--- config.mk ---
export PLATFORM = sky130hd
export DESIGN_NAME = console_uart_tx
export DESIGN_NICKNAME = d
export VERILOG_FILES = /design/src/rtl/console_pkg.sv /design/src/rtl/console_fifo.sv /design/src/rtl/console_uart_tx.sv
export SDC_FILE = /design/constraint.sdc
export NUM_CORES = 1
export LEC_CHECK = 0
export ABC_AREA = 1
export BUFFER_PORTS_ARGS = -buffer_cell sky130_fd_sc_hd__buf_4
export CAP_MARGIN = 20
export CORE_UTILIZATION = 30
export CTS_BUF_LIST = sky130_fd_sc_hd__clkbuf_8
export DETAILED_ROUTE_END_ITERATION = 10
export PLACE_DENSITY = 0.56
export SYNTH_ARGS = -nofsm -noshare
export SYNTH_HDL_FRONTEND = slang
export SYNTH_SLANG_ARGS = --single-unit
--- constraint.sdc ---
create_clock -name clk_i -period 3.2 [get_ports clk_i]
set_input_delay 0.32 -clock clk_i [delete_from_list [all_inputs] [get_ports clk_i]]
set_output_delay 0.32 -clock clk_i [all_outputs]
set_load 0.02 [all_outputs]
--- src/rtl/console_pkg.sv ---
`default_nettype none
// ============================================================================
// Module   : console_pkg
// Brief    : Console window offsets, end-of-run magic, TX FSM states and
//            STATUS register layout shared by the console UART blocks.
// Revision : 1.0 - initial release
// ============================================================================
package console_pkg;

    // Word offsets within the console window, decoded on dbus_addr[3:2]
    localparam logic [1:0]  OFF_TXDATA = 2'd0;
    localparam logic [1:0]  OFF_STATUS = 2'd1;
    localparam logic [1:0]  OFF_EXIT   = 2'd2;

    localparam logic [31:0] FINI_MAGIC = 32'h0002_0000;

    localparam int ST_BUSY      = 0;
    localparam int ST_FULL      = 1;
    localparam int ST_EMPTY     = 2;
    localparam int ST_FINI      = 3;
    localparam int ST_COUNT_LSB = 8;

    typedef enum logic [1:0] {
        TX_IDLE  = 2'd0,
        TX_START = 2'd1,
        TX_DATA  = 2'd2,
        TX_STOP  = 2'd3
    } tx_state_e;

    function automatic logic [31:0] pack_status(
        input logic       busy,
        input logic       full,
        input logic       empty,
        input logic       fini,
        input logic [7:0] count
    );
        logic [31:0] w_status;
        w_status                      = '0;
        w_status[ST_BUSY]             = busy;
        w_status[ST_FULL]             = full;
        w_status[ST_EMPTY]            = empty;
        w_status[ST_FINI]             = fini;
        w_status[ST_COUNT_LSB +: 8]   = count;
        return w_status;
    endfunction

endpackage
`default_nettype wire

--- src/rtl/console_fifo.sv ---
`default_nettype none
// ============================================================================
// Module   : console_fifo
// Brief    : Synchronous show-ahead FIFO; rd_data_o presents the head entry.
// Revision : 1.0 - initial release
// ============================================================================
module console_fifo #(
    parameter int WIDTH = 8,
    parameter int DEPTH = 16
) (
    input  logic                     clk_i,
    input  logic                     rst_i,
    input  logic                     wr_en_i,
    input  logic [WIDTH-1:0]         wr_data_i,
    input  logic                     rd_en_i,
    output logic [WIDTH-1:0]         rd_data_o,
    output logic                     full_o,
    output logic                     empty_o,
    output logic [$clog2(DEPTH):0]   count_o
);

    localparam int c_AW = $clog2(DEPTH);

    logic [WIDTH-1:0] r_mem [DEPTH];
    logic [c_AW-1:0]  r_wr_ptr;
    logic [c_AW-1:0]  r_rd_ptr;
    logic [c_AW:0]    r_count;
    logic             w_wr;
    logic             w_rd;

    assign w_wr = wr_en_i & ~full_o;
    assign w_rd = rd_en_i & ~empty_o;

    always_ff @(posedge clk_i) begin
        if (w_wr) begin
            r_mem[r_wr_ptr] <= wr_data_i;
        end
    end

    // Pointers are exactly log2(DEPTH) bits so they wrap without extra logic
    always_ff @(posedge clk_i or posedge rst_i) begin
        if (rst_i) begin
            r_wr_ptr <= '0;
            r_rd_ptr <= '0;
            r_count  <= '0;
        end else begin
            if (w_wr) begin
                r_wr_ptr <= r_wr_ptr + c_AW'(1);
            end
            if (w_rd) begin
                r_rd_ptr <= r_rd_ptr + c_AW'(1);
            end
            case ({w_wr, w_rd})
                2'b10:   r_count <= r_count + (c_AW + 1)'(1);
                2'b01:   r_count <= r_count - (c_AW + 1)'(1);
                default: r_count <= r_count;
            endcase
        end
    end

    assign rd_data_o = r_mem[r_rd_ptr];
    assign full_o    = r_count[c_AW];
    assign empty_o   = (r_count == '0);
    assign count_o   = r_count;

endmodule
`default_nettype wire

--- src/rtl/console_uart_tx.sv ---
`default_nettype none
// ============================================================================
// Module   : console_uart_tx
// Brief    : Memory-mapped console: queues CPU stores and sends them as UART
//            8N1, and raises a sticky end-of-run flag on the magic/EXIT store.
// Revision : 1.0 - initial release
// ============================================================================
module console_uart_tx
    import console_pkg::*;
#(
    parameter int CLK_FREQ_HZ = 100_000_000,
    parameter int BAUD_RATE   = 115_200,
    parameter int FIFO_DEPTH  = 16
) (
    input  logic        clk_i,
    input  logic        rst_i,
    input  logic        bus_sel_i,
    input  logic [3:0]  bus_addr_i,
    input  logic        bus_we_i,
    input  logic        bus_re_i,
    input  logic [31:0] bus_wdata_i,
    output logic [31:0] bus_rdata_o,
    output logic        bus_stall_o,
    output logic        txd_o,
    output logic        fini_o,
    output logic [31:0] exit_code_o
);

    localparam int c_CLKS_PER_BIT = CLK_FREQ_HZ / BAUD_RATE;
    localparam int c_CNT_W        = (c_CLKS_PER_BIT > 1) ? $clog2(c_CLKS_PER_BIT) : 1;
    localparam int c_FIFO_AW      = $clog2(FIFO_DEPTH);

    logic [1:0]         w_off;
    logic               w_unused_addr;
    logic               w_txdata_st;
    logic               w_is_magic;
    logic               w_push_req;
    logic               w_fifo_wr;
    logic               w_exit_st;
    logic               w_fini_set;
    logic               w_status_rd;
    logic [31:0]        w_status;

    logic [7:0]         w_fifo_rdata;
    logic               w_fifo_full;
    logic               w_fifo_empty;
    logic [c_FIFO_AW:0] w_fifo_count;
    logic               w_pop;

    tx_state_e          r_state;
    tx_state_e          w_state_nxt;
    logic [c_CNT_W-1:0] r_baud_cnt;
    logic [c_CNT_W-1:0] w_baud_nxt;
    logic [2:0]         r_bit_idx;
    logic [2:0]         w_bit_nxt;
    logic [7:0]         r_shift;
    logic [7:0]         w_shift_nxt;
    logic               r_txd;
    logic               w_txd_nxt;
    logic               w_baud_done;

    logic               r_fini;
    logic [31:0]        r_exit_code;
    logic [31:0]        r_rdata;

    // Bus decode
    assign w_off         = bus_addr_i[3:2];
    assign w_unused_addr = ^bus_addr_i[1:0];
    assign w_txdata_st   = bus_sel_i & bus_we_i & (w_off == OFF_TXDATA);
    assign w_is_magic    = (bus_wdata_i == FINI_MAGIC);
    assign w_push_req    = w_txdata_st & ~w_is_magic;
    assign w_fifo_wr     = w_push_req & ~w_fifo_full;
    assign w_exit_st     = bus_sel_i & bus_we_i & (w_off == OFF_EXIT);
    assign w_fini_set    = (w_txdata_st & w_is_magic) | w_exit_st;
    assign w_status_rd   = bus_sel_i & bus_re_i & (w_off == OFF_STATUS);

    // Stall looks only at current fullness, even if the FSM pops this cycle
    assign bus_stall_o   = w_push_req & w_fifo_full;

    console_fifo #(
        .WIDTH (8),
        .DEPTH (FIFO_DEPTH)
    ) u_fifo (
        .clk_i     (clk_i),
        .rst_i     (rst_i),
        .wr_en_i   (w_fifo_wr),
        .wr_data_i (bus_wdata_i[7:0]),
        .rd_en_i   (w_pop),
        .rd_data_o (w_fifo_rdata),
        .full_o    (w_fifo_full),
        .empty_o   (w_fifo_empty),
        .count_o   (w_fifo_count)
    );

    assign w_status = pack_status(r_state != TX_IDLE, w_fifo_full, w_fifo_empty,
                                  r_fini, 8'(w_fifo_count));

    always_ff @(posedge clk_i or posedge rst_i) begin
        if (rst_i) begin
            r_fini      <= 1'b0;
            r_exit_code <= '0;
            r_rdata     <= '0;
        end else begin
            if (w_fini_set) begin
                r_fini <= 1'b1;
            end
            if (w_exit_st) begin
                r_exit_code <= bus_wdata_i;
            end
            r_rdata <= w_status_rd ? w_status : 32'h0;
        end
    end

    assign w_baud_done = (r_baud_cnt == c_CNT_W'(c_CLKS_PER_BIT - 1));

    always_ff @(posedge clk_i or posedge rst_i) begin
        if (rst_i) begin
            r_state    <= TX_IDLE;
            r_baud_cnt <= '0;
            r_bit_idx  <= '0;
            r_shift    <= '0;
            r_txd      <= 1'b1;
        end else begin
            r_state    <= w_state_nxt;
            r_baud_cnt <= w_baud_nxt;
            r_bit_idx  <= w_bit_nxt;
            r_shift    <= w_shift_nxt;
            r_txd      <= w_txd_nxt;
        end
    end

    // STOP chains straight into START so back-to-back frames have no idle gap
    always_comb begin
        w_state_nxt = r_state;
        w_baud_nxt  = r_baud_cnt;
        w_bit_nxt   = r_bit_idx;
        w_shift_nxt = r_shift;
        w_pop       = 1'b0;
        w_txd_nxt   = 1'b1;
        unique case (r_state)
            TX_IDLE: begin
                if (!w_fifo_empty) begin
                    w_pop       = 1'b1;
                    w_shift_nxt = w_fifo_rdata;
                    w_baud_nxt  = '0;
                    w_state_nxt = TX_START;
                end
            end
            TX_START: begin
                if (w_baud_done) begin
                    w_baud_nxt  = '0;
                    w_bit_nxt   = '0;
                    w_state_nxt = TX_DATA;
                end else begin
                    w_baud_nxt = r_baud_cnt + c_CNT_W'(1);
                end
            end
            TX_DATA: begin
                if (w_baud_done) begin
                    w_baud_nxt = '0;
                    if (r_bit_idx == 3'd7) begin
                        w_state_nxt = TX_STOP;
                    end else begin
                        w_bit_nxt = r_bit_idx + 3'd1;
                    end
                end else begin
                    w_baud_nxt = r_baud_cnt + c_CNT_W'(1);
                end
            end
            TX_STOP: begin
                if (w_baud_done) begin
                    w_baud_nxt = '0;
                    if (!w_fifo_empty) begin
                        w_pop       = 1'b1;
                        w_shift_nxt = w_fifo_rdata;
                        w_state_nxt = TX_START;
                    end else begin
                        w_state_nxt = TX_IDLE;
                    end
                end else begin
                    w_baud_nxt = r_baud_cnt + c_CNT_W'(1);
                end
            end
            default: begin
                w_state_nxt = TX_IDLE;
            end
        endcase
        case (w_state_nxt)
            TX_START: w_txd_nxt = 1'b0;
            TX_DATA:  w_txd_nxt = w_shift_nxt[w_bit_nxt];
            default:  w_txd_nxt = 1'b1;
        endcase
    end

    assign txd_o       = r_txd;
    assign fini_o      = r_fini;
    assign exit_code_o = r_exit_code;
    assign bus_rdata_o = r_rdata;

endmodule
`default_nettype wire

* After elaboration in Yosys (flattened, before gate mapping)
Memory sizes are Yosys's and may differ from the RTL's. Cells that the tools add are included.
Word-level totals: register bits after elaboration 83, RAM bits 128, bits of input ports 41, output and inout bits 67, logic and storage cells 80, memories kept 1
Cells by class: add/subtract/negate cells 6, $lt $le $gt $ge 1, equal/unequal tests 13, muxes and demuxes 27, bitwise logic cells 15, reductions and logical operators 6
Memories:
- u_fifo.r_mem | words 16, width 8, rd ports 1, clocked after memory_dff 0, write ports 1, line console_fifo.sv:24 | logic [WIDTH-1:0] r_mem [DEPTH];
Operators with widths (count):
- == test 32 x 18 -> 1 bit, second input constant | 1
- 2-to-1 mux 10 bit | 2
- one-hot mux 10 bit (2 select lines) | 1
- 2-to-1 mux 8 bit | 2
- one-hot mux 8 bit (2 select lines) | 1
- 2-to-1 mux 13 bit | 1
- bitwise AND 1 bit | 11
- adder 10 x 1 -> 10 bit, second input constant | 1
- == test 10 bit, second input constant | 1
- == test 2 bit, second input constant | 5
- 2-to-1 mux 2 bit | 5
- one-hot mux 5 bit (2 select lines) | 1
- 2-to-1 mux 3 bit | 3
- adder 4 x 1 -> 4 bit, second input constant | 2
- == test 2 x 1 -> 1 bit, second input constant | 4
- one-hot mux 2 bit (4 select lines) | 1
- 2-to-1 mux 1 bit | 6
- one-hot mux 3 bit (2 select lines) | 1
- adder 5 x 1 -> 5 bit, second input constant | 1
- zero test 5 bit | 1
- subtractor 5 x 1 -> 5 bit, second input constant | 1
- zero test 2 bit | 2
- < comparator 3 x 4 -> 1 bit, second input constant | 1
- one-hot mux 1 bit (2 select lines) | 2
- other kinds (8) | 11

* Logic depth before layout (Yosys ltp)
depth in word-level cells 7, depth in mapped cells 17, depth with buffers taken out 16

* Modules after synthesis
From an unflattened synthesis, not the netlist that was laid out.
Unflattened totals: cell total of the unflattened synthesis 974, area, all modules 9517.9 um2
Modules (own cells, without submodules):
- console_fifo | instances 1, cells each 617, area an instance 6211.0 um2, seq. area each 4169.0 um2
- console_uart_tx | instances 1, cells each 357, area an instance 3306.9 um2, seq. area each 1652.8 um2

* Worst setup path after synthesis
OpenSTA, ideal clock, no wires.
path kind reg2reg, from reg r_baud_cnt[0], to reg u_fifo.r_count[4], in the netlist u_fifo.count_o[4], setup time 0.128 ns, arrival time 2.449 ns, required time 3.072 ns, setup slack 0.624 ns, stages on the path, launching flop included 16, buffers on the path 1, clock period less this slack 2.576 ns, cells stage by stage dfrtp_1 > ha_1 > nand2_1 > nor3_4 > nand2_4 > nand2_4 > nand2_4 > nor2_8 > buf_8 > ha_1 > fa_1 > a21oi_1 > nor2_1 > o31ai_1 > a21oi_1 > xor2_1
On the way: cells in the longest elaborated chain, start to end 6, elaborated cells between the ends (all ways) 8, classes of those cells eq/ne (3); mux (3); bitwise (1); reduce/logical (1)
Ends and longest elaborated chain:
- start: declaration | line console_uart_tx.sv:52 | logic [c_CNT_W-1:0] r_baud_cnt;
- start signal: assignment | line console_uart_tx.sv:125 | r_baud_cnt <= w_baud_nxt;
- == test 10 bit (*) | line console_uart_tx.sv:114 | assign w_baud_done = (r_baud_cnt == c_CNT_W'(c_CLKS_PER_BIT - 1));
- 2-to-1 mux 1 bit (*) | line console_uart_tx.sv:171 | if (w_baud_done) begin
- one-hot mux 1 bit (2 select lines) (*) | line console_uart_tx.sv:140 | unique case (r_state)
- bitwise AND 1 bit (*) | line console_fifo.sv:32 | assign w_rd = rd_en_i & ~empty_o;
- via u_fifo.w_rd | line console_fifo.sv:29 | logic w_rd;
- == test 2 x 1 -> 1 bit or == test 2 bit (tied branches) | line console_fifo.sv:53 | case ({w_wr, w_rd})
- one-hot mux 5 bit (2 select lines) or nonzero test 2 bit (tied branches)
- end signal: assignment | line console_fifo.sv:54 | 2'b10: r_count <= r_count + (c_AW + 1)'(1);
- end signal: assignment | line console_fifo.sv:55 | 2'b01: r_count <= r_count - (c_AW + 1)'(1);
- end signal: assignment | line console_fifo.sv:56 | default: r_count <= r_count;
- end: declaration | line console_fifo.sv:27 | logic [c_AW:0] r_count;
The timed path passes the listed nets; every way through them passes the cells marked *. A chain may end at the register's enable or synchronous reset.

* Worst setup path in the final report
from reg r_baud_cnt[0], to reg u_fifo.r_count[4], in the netlist u_fifo.count_o[4]
On the way: cells in the longest elaborated chain, start to end 6, elaborated cells between the ends (all ways) 8, classes of those cells eq/ne (3); mux (3); bitwise (1); reduce/logical (1)
Ends and longest elaborated chain (line):
- == test 10 bit (*) | console_uart_tx.sv:114
- 2-to-1 mux 1 bit (*) | console_uart_tx.sv:171
- one-hot mux 1 bit (2 select lines) (*) | console_uart_tx.sv:140
- bitwise AND 1 bit (*) | console_fifo.sv:32
- == test 2 x 1 -> 1 bit or == test 2 bit (tied branches) | console_fifo.sv:53
- one-hot mux 5 bit (2 select lines) or nonzero test 2 bit (tied branches)
Mark *: on every way between the ends. The rest lies on a longest branch, timed or not.

==> impl_metrics.csv <==
group,metric,value,unit
cts,cts_sinks,206,
cts,cts_tree,"done",
outcome,status,"complete, no violations",
setup_path,rrSetupSlack,0.35,ns
timing,finalCritPeriodShare,89.17,%
worst_hold_path,hp-start,"bus_wdata_i[17]",
detailed_routing,drt-wirelength-per-cell,14.21,um
cells_and_area,drive_above_1_share,16.73,%
cells_and_area,nNetsFinal,1116,
logic_synthesis,synth_simple_gate_area_share,20.57,%
logic_synthesis,synth-compound-area-share,5.838,%
setup_path,crit_path_max_fanout,12,
cells_and_area,antenna_cells,0,
detailed_routing,vias,6554,
global_route,grt_pass1_wl,33200,um
timing,fmax,350.4,MHz
die,start_util,30.48,%
detailed_routing,totalWireLength,21000,um
worst_hold_path,hold_depth,2,
timing,report.final.slew_viol_count,0,
detailed_routing,antenna_left,0,
global_route,globalRoute.busiestLayer,"met2",
logic_synthesis,synth_area,9323,um^2
setup_path,crit_type,"register to register",
detailed_routing,drc,0,
timing,setup_ws,0.3464,ns
timing,hold_ws,0.04988,ns
cts,cts_buffers,34,
setup_path,cp.required,3.59,ns
logic_synthesis,synth_adder_area_share,2.362,%
die,ioPinCount,108,
global_route,grt_max_degree,43,
global_route,met2_usage,23.62,%
global_route,overflow,0,
logic_synthesis,ys_dominant_reg_cell,"edfxtp_1",
cts,cts.path.max_buffers,3,
setup_path,r2r-start,"r_baud_cnt[0]",
placement,post_dp_cell_area,10430,um^2
power,p_leak,5.056,nW
placement,gp_congestion,0.7529,
timing,setup-tns-final,0,ns
timing,slew_headroom,41.45,%
cts,cts_root_buf,"clkbuf_8",
timing,fin_worst_skew,0.02093,ns
power,power_density,555.5,nW/um^2
global_route,grt_use_met3,2.280,%
die,core,30590,um^2
setup_path,worstReg2RegEnd,"u_fifo.count_o[4]",
timing,finalSetupViolCount,0,
timing,rsz0062_at_grt,"false",
logic_synthesis,synth.distinct_cells,42,
power,power,0.006199,W
die,die_x,178.3,um
cells_and_area,final_cell_mix,"nand2_1, edfxtp_1, buf_4, inv_1, nor2_1",
global_route,grt_pass1_vias,6341,
logic_synthesis,avgSynthCellArea,9.886,um^2
logic_synthesis,synth_top_family_by_area,"simple AND/OR/NAND/NOR gates",
placement,pre_cts_slack,0.1968,ns
detailed_routing,drt_first_iter_violations,383,
cts,path_clk_slew,0.06,ns
timing,finalCriticalPeriod,2.854,ns
setup_path,endpoint_kind,"register",
worst_hold_path,min_path_type,"input port to register",
worst_hold_path,min_to,"exit_code_o[17]",
logic_synthesis,synthMuxAreaShare,0.1208,%
setup_path,reg2reg_depth,14,
cts,cts_resized,0,
timing,tightest_slew,0.8783,ns
cts,postCtsSetupBuffers,0,
logic_synthesis,synth-xor-area-share,1.033,%
cts,hold_buffers,1,
logic_synthesis,ys_ff_latch,206,
power,irDropWorstVdd,302.4,uV
global_route,antenna_found_initial,0,
placement,port_buffers,82,
global_route,use_met1,16.33,%
logic_synthesis,synthCells,943,
detailed_routing,dr.pass1.iters,5,
placement,dp_hpwl,13810,um
cts,clk_latency,0.52,ns
cells_and_area,post-route-cell-area,11160,um^2
die,rows,64,
logic_synthesis,async_flop_share,37.86,%
timing,hold_viol,0,
logic_synthesis,synth_warnings,0,
run,drv_cap,0,
cells_and_area,final_common_cell,"nand2_1",
detailed_routing,viasPerCell,4.434,
cells_and_area,synthToLayoutAreaGrowth,19.70,%
global_route,grt.total_usage,13.55,%
die,dieArea,31780,um^2
setup_path,critPathArrivalTime,3.24,ns
die,die_h,178.3,um
logic_synthesis,seq_area_frac_synth,62.18,%
logic_synthesis,synth-edff-count,128,
cts,h-tree-depth,2,
setup_path,crit_path_start_kind,"register",
## logic make-up (layout without fill, tap and decap cells)
family,Yosys count,in the layout
mux,1,1
other cells,1,23
fa+ha+maj,17,17
xor+xnor,11,11
flops,206,206
compound gates,98,98
simple gates,447,447
buf+inv,162,279
## power breakdown
| part | leakage (nW) | internal [W] | switching, W | total, W |
|---|---|---|---|---|
| sequential | 2.13 | 0.00298 | 0.000106 | 0.00309 |
| combinational | 2.55 | 0.000250 | 0.000431 | 0.000681 |
| clock | 0.384 | 0.00139 | 0.00104 | 0.00243 |
| total | 5.06 | 0.00462 | 0.00158 | 0.00620 |
## sequential cells by signal, summed over array words and instances (netlist names)
register and cells:
bus_rdata_o 8, exit_code_o 32, u_fifo.r_mem 128, r_shift 8, r_state 2, r_baud_cnt 10, txd_o 1, u_fifo.count_o 5
r_bit_idx 3, u_fifo.r_rd_ptr 4, u_fifo.r_wr_ptr 4, fini_o 1
## per-stage QoR
stage	instances	utilization, %
floorplan	965	-
global placement	1417	34.08
detailed placement	1417	34.08
CTS	1478	36.48
global route	1478	36.48
finish	1478	36.48
## worst max-delay path, stage by stage, from the launching register on
cell     delay [ns]
dfrtp_1        0.38
ha_1           0.26
nand2_1        0.13
nor3_4         0.22
nand2_4        0.11
nand2_4        0.08
nand2_4        0.06
nor2_8         0.21
ha_1           0.33
ha_1           0.31
a21oi_1        0.14
nor2_1         0.06
o31ai_1        0.19
a21oi_1        0.08
xor2_1         0.15
## layout make-up
class,count,area (um^2)
clock buffers,40,550.5
clock inverters,20,172.7
fillers,3052,19430
inverters,105,395.4
multi-input cells,597,2877
flip-flops and latches,206,5798
well taps,396,495.5
repair buffers,114,870.8
## Yosys cell counts, types with 2 or more instances
cell type | n | area share [%]
nand2_1 | 233 | 9.4
edfxtp_1 | 128 | 41
inv_1 | 102 | 4.1
nor2_1 | 92 | 3.7
nand3_1 | 87 | 4.7
dfrtp_1 | 77 | 21
o21ai_0 | 58 | 3.1
buf_4 | 25 | 2.0
ha_1 | 16 | 2.1
buf_2 | 15 | 0.81
a21oi_1 | 14 | 0.75
clkbuf_1 | 14 | 0.56
nand4_1 | 13 | 0.87
o211ai_1 | 12 | 0.97
xor2_1 | 9 | 0.85
nor3_1 | 6 | 0.32
nand2_2 | 4 | 0.27
o21ai_1 | 4 | 0.21
nand2_4 | 3 | 0.36
a211oi_1 | 2 | 0.16
a31oi_1 | 2 | 0.13
buf_1 | 2 | 0.081
clkinv_1 | 2 | 0.081
nor3b_1 | 2 | 0.16
nor4_1 | 2 | 0.13
o22ai_1 | 2 | 0.13
xnor2_1 | 2 | 0.19
## worst max-delay path by stage
| stage | startpoint | to | cells past startpoint |
|---|---|---|---|
| after floorplan | r_baud_cnt[0] | u_fifo.count_o[4] | 15 |
| after CTS | r_baud_cnt[0] | u_fifo.count_o[4] | 14 |
| after detailed placement | bus_wdata_i[6] | u_fifo.count_o[4] | 13 |
| after global placement | bus_wdata_i[6] | u_fifo.count_o[4] | 13 |
| final | r_baud_cnt[0] | u_fifo.count_o[4] | 14 |
| after global routing | r_baud_cnt[0] | u_fifo.count_o[4] | 14 |
## per-layer routing
layer | part of all wire [%] | wire [um]
met3 | 4.3 | 895
met4 | 3.5 | 734
met1 | 43 | 8949
met5 | 0 | 0
met2 | 50 | 10420
Power figures use the tool's default switching activity.
